==> src/rtl/fp_norm_ctrl.sv <==
// Normalization sequencer for the FPU add/sub path: leading-zero count,
// exponent-clamped left shift through the shared Lshift24, valid/ready result.
module Lshift24 (
    input  logic [23:0] A,
    input  logic [4:0]  shl,
    output logic [23:0] OUT
);
    assign OUT = A << shl;
endmodule

module fp_norm_ctrl #(
    parameter int unsigned MW = 24,
    parameter int unsigned EW = 8
) (
    input  logic          clk,
    input  logic          rst_n,
    input  logic          in_valid,
    output logic          in_ready,
    input  logic [MW-1:0] in_mant,
    input  logic [EW-1:0] in_exp,
    output logic          out_valid,
    input  logic          out_ready,
    output logic [MW-1:0] out_mant,
    output logic [EW-1:0] out_exp,
    output logic          out_zero,
    output logic          out_unf,
    output logic          busy
);
    localparam int unsigned LZW = 5;

    typedef enum logic [1:0] {IDLE, CALC, SHIFT, DONE} state_t;

    state_t         state, state_nxt;
    logic [MW-1:0]  m_r;
    logic [EW-1:0]  e_r;
    logic [LZW-1:0] shl_r;
    logic [EW-1:0]  exp_r;
    logic           zero_r, unf_r;

    logic [LZW-1:0] lz;
    logic [LZW-1:0] shl_d;
    logic [EW-1:0]  exp_d;
    logic           zero_d, unf_d;
    logic [MW-1:0]  sh_out;
    logic           in_ready_d, out_valid_d, busy_d;

    // State register
    always_ff @(posedge clk) begin
        if (!rst_n) state <= IDLE;
        else        state <= state_nxt;
    end

    // Next-state logic
    always_comb begin
        state_nxt = state;
        case (state)
            IDLE:    if (in_valid) state_nxt = CALC;
            CALC:    state_nxt = SHIFT;
            SHIFT:   state_nxt = DONE;
            DONE:    if (out_ready) state_nxt = IDLE;
            default: state_nxt = IDLE;
        endcase
    end

    // Handshake/status outputs, registered from the next state
    always_comb begin
        in_ready_d  = 1'b0;
        out_valid_d = 1'b0;
        busy_d      = 1'b1;
        if (state_nxt == IDLE) begin
            in_ready_d = 1'b1;
            busy_d     = 1'b0;
        end
        if (state_nxt == DONE) out_valid_d = 1'b1;
    end

    // Leading-zero count; the highest set bit wins, 24 when m_r is zero
    always_comb begin
        lz = LZW'(MW);
        for (int i = 0; i < MW; i++) begin
            if (m_r[i]) lz = LZW'(MW - 1 - i);
        end
    end

    // Shift amount and exponent; clamps so the exponent never drops below the denormal encoding
    always_comb begin
        shl_d  = '0;
        exp_d  = '0;
        zero_d = 1'b0;
        unf_d  = 1'b0;
        if (m_r == '0) begin
            zero_d = 1'b1;
        end else if (e_r > EW'(lz)) begin
            shl_d = lz;
            exp_d = e_r - EW'(lz);
        end else if (e_r != '0) begin
            shl_d = LZW'(e_r - EW'(1));
            unf_d = 1'b1;
        end else begin
            unf_d = 1'b1;
        end
    end

    Lshift24 u_lshift (
        .A   (m_r),
        .shl (shl_r),
        .OUT (sh_out)
    );

    // Datapath and output registers
    always_ff @(posedge clk) begin
        if (!rst_n) begin
            m_r       <= '0;
            e_r       <= '0;
            shl_r     <= '0;
            exp_r     <= '0;
            zero_r    <= 1'b0;
            unf_r     <= 1'b0;
            out_mant  <= '0;
            out_exp   <= '0;
            out_zero  <= 1'b0;
            out_unf   <= 1'b0;
            in_ready  <= 1'b1;
            out_valid <= 1'b0;
            busy      <= 1'b0;
        end else begin
            in_ready  <= in_ready_d;
            out_valid <= out_valid_d;
            busy      <= busy_d;
            case (state)
                IDLE: if (in_valid) begin
                    m_r <= in_mant;
                    e_r <= in_exp;
                end
                CALC: begin
                    shl_r  <= shl_d;
                    exp_r  <= exp_d;
                    zero_r <= zero_d;
                    unf_r  <= unf_d;
                end
                SHIFT: begin
                    out_mant <= sh_out;
                    out_exp  <= exp_r;
                    out_zero <= zero_r;
                    out_unf  <= unf_r;
                end
                default: ;
            endcase
        end
    end
endmodule
==> config.mk <==
export PLATFORM = sky130hd
export DESIGN_NAME = fp_norm_ctrl
export DESIGN_NICKNAME = d
export VERILOG_FILES = /design/src/rtl/fp_norm_ctrl.sv
export SDC_FILE = /design/constraint.sdc
export NUM_CORES = 1
export LEC_CHECK = 0
export CAP_MARGIN = 20
export CORE_MARGIN = 2
export CORE_UTILIZATION = 49
export CTS_CLUSTER_DIAMETER = 40
export DETAILED_ROUTE_END_ITERATION = 8
export GPL_ROUTABILITY_DRIVEN = 0
export PLACE_DENSITY_LB_ADDON = 0.2
export SLEW_MARGIN = 40
export SYNTH_ARGS = -nofsm -noshare
export SYNTH_HDL_FRONTEND = slang
export SYNTH_SLANG_ARGS = --single-unit
==> constraint.sdc <==
create_clock -name clk -period 2.7 [get_ports clk]
set_input_delay 0.27 -clock clk [delete_from_list [all_inputs] [get_ports clk]]
set_output_delay 0.27 -clock clk [all_outputs]
set_load 0.02 [all_outputs]
==> impl_metrics.yaml <==
setup_path:
  r2r-start: "m_r[15]"
  critPathMaxStageDelay_ns: 0.37
  slowest_stage: "dfxtp_4"
  endpoint_kind: "flip-flop"
  crit_top_cell: "buf_6"
  crit_required_ns: 3.01
  critical_path_peak_fanout: 8
  crit_chain: "buf_6 -> nor2b_1 -> nor3_1 -> o21ai_1 -> a31oi_2 -> nor3_2 -> ha_2 -> inv_2 -> fa_2 -> a211oi_2 -> nor2_2 -> o21ai_4 -> buf_6 -> nand4b_4 -> o221ai_2 -> and2_1"
  crit_path_start_kind: "flip-flop"
  reg2reg_slack_ns: -0.22
  worstSetupPathType: "flip-flop to flip-flop"
  arrival_ns: 3.23
  r2r_end: "shl_r[1]"
  reg2reg_depth: 16
global_routing:
  grt.total_usage_pct: 23.8
  antenna_found_initial: 0
  grt-ovfl-total: 0
  grt_pass1_vias: 4345
  grt_max_degree: 52
  grt_pass1_wl_um: 21200
yosys:
  synth_area_leaders: "dfxtp_1 35%, nand2_1 9.5%, a21boi_0 7.2%, mux4_2 6.0%, mux2i_1 3.1%"
  ys_seq_elements: 86
  yosys.area.top_type_share_pct: 35.0
  synth_top_area_cell: "dfxtp_1"
  seq_area_frac_synth_pct: 35.0
  ys_types: 69
  syn_nets: 606
  async_flop_share_pct: 0
  synthCells: 561
  yosys_warnings: 0
  syn_area_um2: 4910
  synthFlopType: "dfxtp_1"
  synth_edf_count: 0
  avgSynthCellArea_um2: 8.76
finish:
  seq_area_um2: 1730
  layout-drive-gt1-share_pct: 24.2
  fillers: 781
  nNetsFinal: 722
  antennaDiodeCount: 0
  area_delta_synth_final_pct: 34.3
  multiInputGateArea_um2: 3160
  design_area_um2: 6600
timing:
  worst_slack_ns: -0.216
  worstMarginPinSlew_ns: 0.768
  clock.fmax_mhz: 343
  finalCriticalPeriod_ns: 2.92
  slew_viol_final: 0
  relSlewSlack_pct: 48.8
  grt_setup_unrepaired: "true"
  worst_hold_slack_ns: 0.455
  fin_skew_ns: 0.00975
  hold_viol_final: 0
  fin_crit_sh_pct: 108
  finalSetupViolCount: 11
pwr:
  leakage_nw: 2.49
  p_per_area_nw_per_um2: 601
  power_frac_seq_pct: 36.8
  comb_power_share_pct: 37.2
  p_int_mw: 2.65
  ir_drop_uv: 335
  p_sw_share_pct: 33.3
  clock_power_share_pct: 26.0
  p_switching_mw: 1.32
worst_hold_path:
  min_to: "unf_r"
  hold_path_depth: 2
  hold_class: "flip-flop to flip-flop"
  min_from: "unf_r"
floorplanning:
  initial_core_util_pct: 50.3
  die-area_um2: 10800
  rows: 36
  die_w_um: 104
  die_y_um: 104
  io_pins: 73
  core-area_um2: 9770
clock_tree:
  numCtsBuffers: 9
  root_buffer: "clkbuf_8"
  cts_tree: "yes"
  cts.sinks: 86
  cts_buffer_depth: 2
  insertion_delay_ns: 0.37
  htreeDepth: 3
  clk_pin_slew_ns: 0.09
placement:
  numPortBuffers: 72
  hpwl_um: 9120
  placed_cell_area_um2: 6060
run_status:
  violations: "negative setup slack"
  status: "complete, but fails checks"
detailed_routing:
  postRouteWirelength_um: 13000
  via_count: 4577
  dr.pass1.iters: 5
  drc: 0
  wl_per_cell_um: 15.9
  antenna_left: 0
  initialDrtViolationCount: 402
  via_per_inst: 5.62
run:
  max_cap_viol_count: 0
==> state kept, by name, summed over array words and instances (netlist names) <==
signal and cells:
m_r 24, shl_r 5, busy 1, out_mant 24
unf_r 1, e_r 8, exp_r 8, state 2
out_unf 1, out_valid 1, out_zero 1, zero_r 1
in_ready 1, out_exp 8
==> timing repair <==
item / in CTS / in global routing
pin swaps: 4 / 14
setup endpoints to repair: 14 / 14
gates resized for setup: 27 / 21
buffers inserted: 11 / 4
hold buffers: 0 / 0
==> worst max-delay path by stage <==
| stage | from | endpoint | slack [ns] |
|---|---|---|---|
| after CTS | m_r[13] | shl_r[1] | -0.11 |
| final | m_r[15] | shl_r[1] | -0.22 |
| after global placement | m_r[5] | shl_r[1] | -0.05 |
| after floorplan | m_r[15] | shl_r[0] | -0.01 |
| after global routing | m_r[11] | shl_r[3] | -0.39 |
| after detailed placement | m_r[10] | shl_r[0] | -0.21 |
==> per-stage QoR <==
stage               std cells  worst slack (ns)  power (mW)  TNS [ns]  util, %
floorplan                 561           -0.0103        2.25   -0.0195        -
global placement          786           -0.0518        2.66    -0.220     62.0
detailed placement        786            -0.207        2.69     -1.86     62.0
CTS                       813            -0.114        3.85    -0.711     66.5
global route              815            -0.386        4.15     -3.38     67.5
finish                    815            -0.216        3.96     -1.33     67.5
==> synthesized netlist by cell type, drive strengths merged (2+ instances only) <==
| cell type | instances |
|---|---|
| nor2b | 18 |
| mux4 | 18 |
| o221ai | 3 |
| a31oi | 3 |
| nor4 | 7 |
| or2 | 2 |
| o22ai | 3 |
| nand4 | 2 |
| inv | 11 |
| mux2i | 15 |
| xnor2 | 2 |
| and3 | 3 |
| o21a | 6 |
| nand2b | 5 |
| nand3 | 6 |
| a21oi | 18 |
| a22oi | 10 |
| xor2 | 3 |
| a211oi | 6 |
| mux2 | 3 |
| and2b | 2 |
| nand3b | 3 |
| nor2 | 25 |
| a21boi | 47 |
| o211ai | 3 |
| o221a | 3 |
| or3 | 3 |
| ha | 8 |
| a22o | 3 |
| or4 | 2 |
| clkbuf | 27 |
| buf | 12 |
| or2b | 2 |
| nand2 | 124 |
| and2 | 9 |
| dfxtp | 86 |
| o21ai | 33 |
| nor3 | 12 |
==> kinds of logic after synthesis <==
kind of cell / count (synthesis) / share of synthesized area [%]
compound gates: 147 / 20.5
xor+xnor: 5 / 0.891
fa+ha+maj: 9 / 2.44
buf+inv: 50 / 4.84
flops: 86 / 35.0
mux: 36 / 12.4
simple gates: 228 / 23.9
==> cells in the final DEF (no fill, tap or decap), drive strengths merged, types with 10 or more instances in the layout <==
cell,instances
nand2,124
dfxtp,86
buf,73
clkdlybuf4s50,71
a21boi,47
o21ai,33
nor2,25
a21oi,18
nor2b,18
mux4,18
mux2i,15
inv,12
nor3,12
clkbuf,10
a22oi,10
==> power groups by stage <==
stage                     sequential [mW]  clock [mW]  combinational (mW)
after floorplan                      1.48           0               0.769
after global placement               1.47           0                1.18
after detailed placement             1.48           0                1.22
after CTS                            1.45        1.04                1.36
after global routing                 1.47        1.11                1.57
final                                1.46        1.03                1.47
==> routing by layer <==
metal	part of all wire, %	global-route usage (%)	vias to the layer above	wire (um)
met1	46	32.6	2142	5920
met3	5.6	4.51	36	726
met5	0	0	-	0
met2	46	38.1	173	6020
li1	-	-	2226	-
met4	2.4	7.24	0	306
==> critical path, delay by kind of cell (launching register included) <==
family / cells / cell delay, ns
fa+ha+maj: 2 / 0.58
simple gates: 6 / 0.72
buf+inv: 3 / 0.33
flops: 1 / 0.37
compound gates: 5 / 0.88
==> cell type report <==
type | instances | area share [%]
clock buffer | 10 | 2.09
clock inverter | 6 | 1.40
inverter | 11 | 0.626
multi-input combinational | 425 | 47.8
sequential | 86 | 26.3
tap | 133 | 2.52
timing repair buffer | 144 | 19.3
Power figures use the tool's default switching activity.
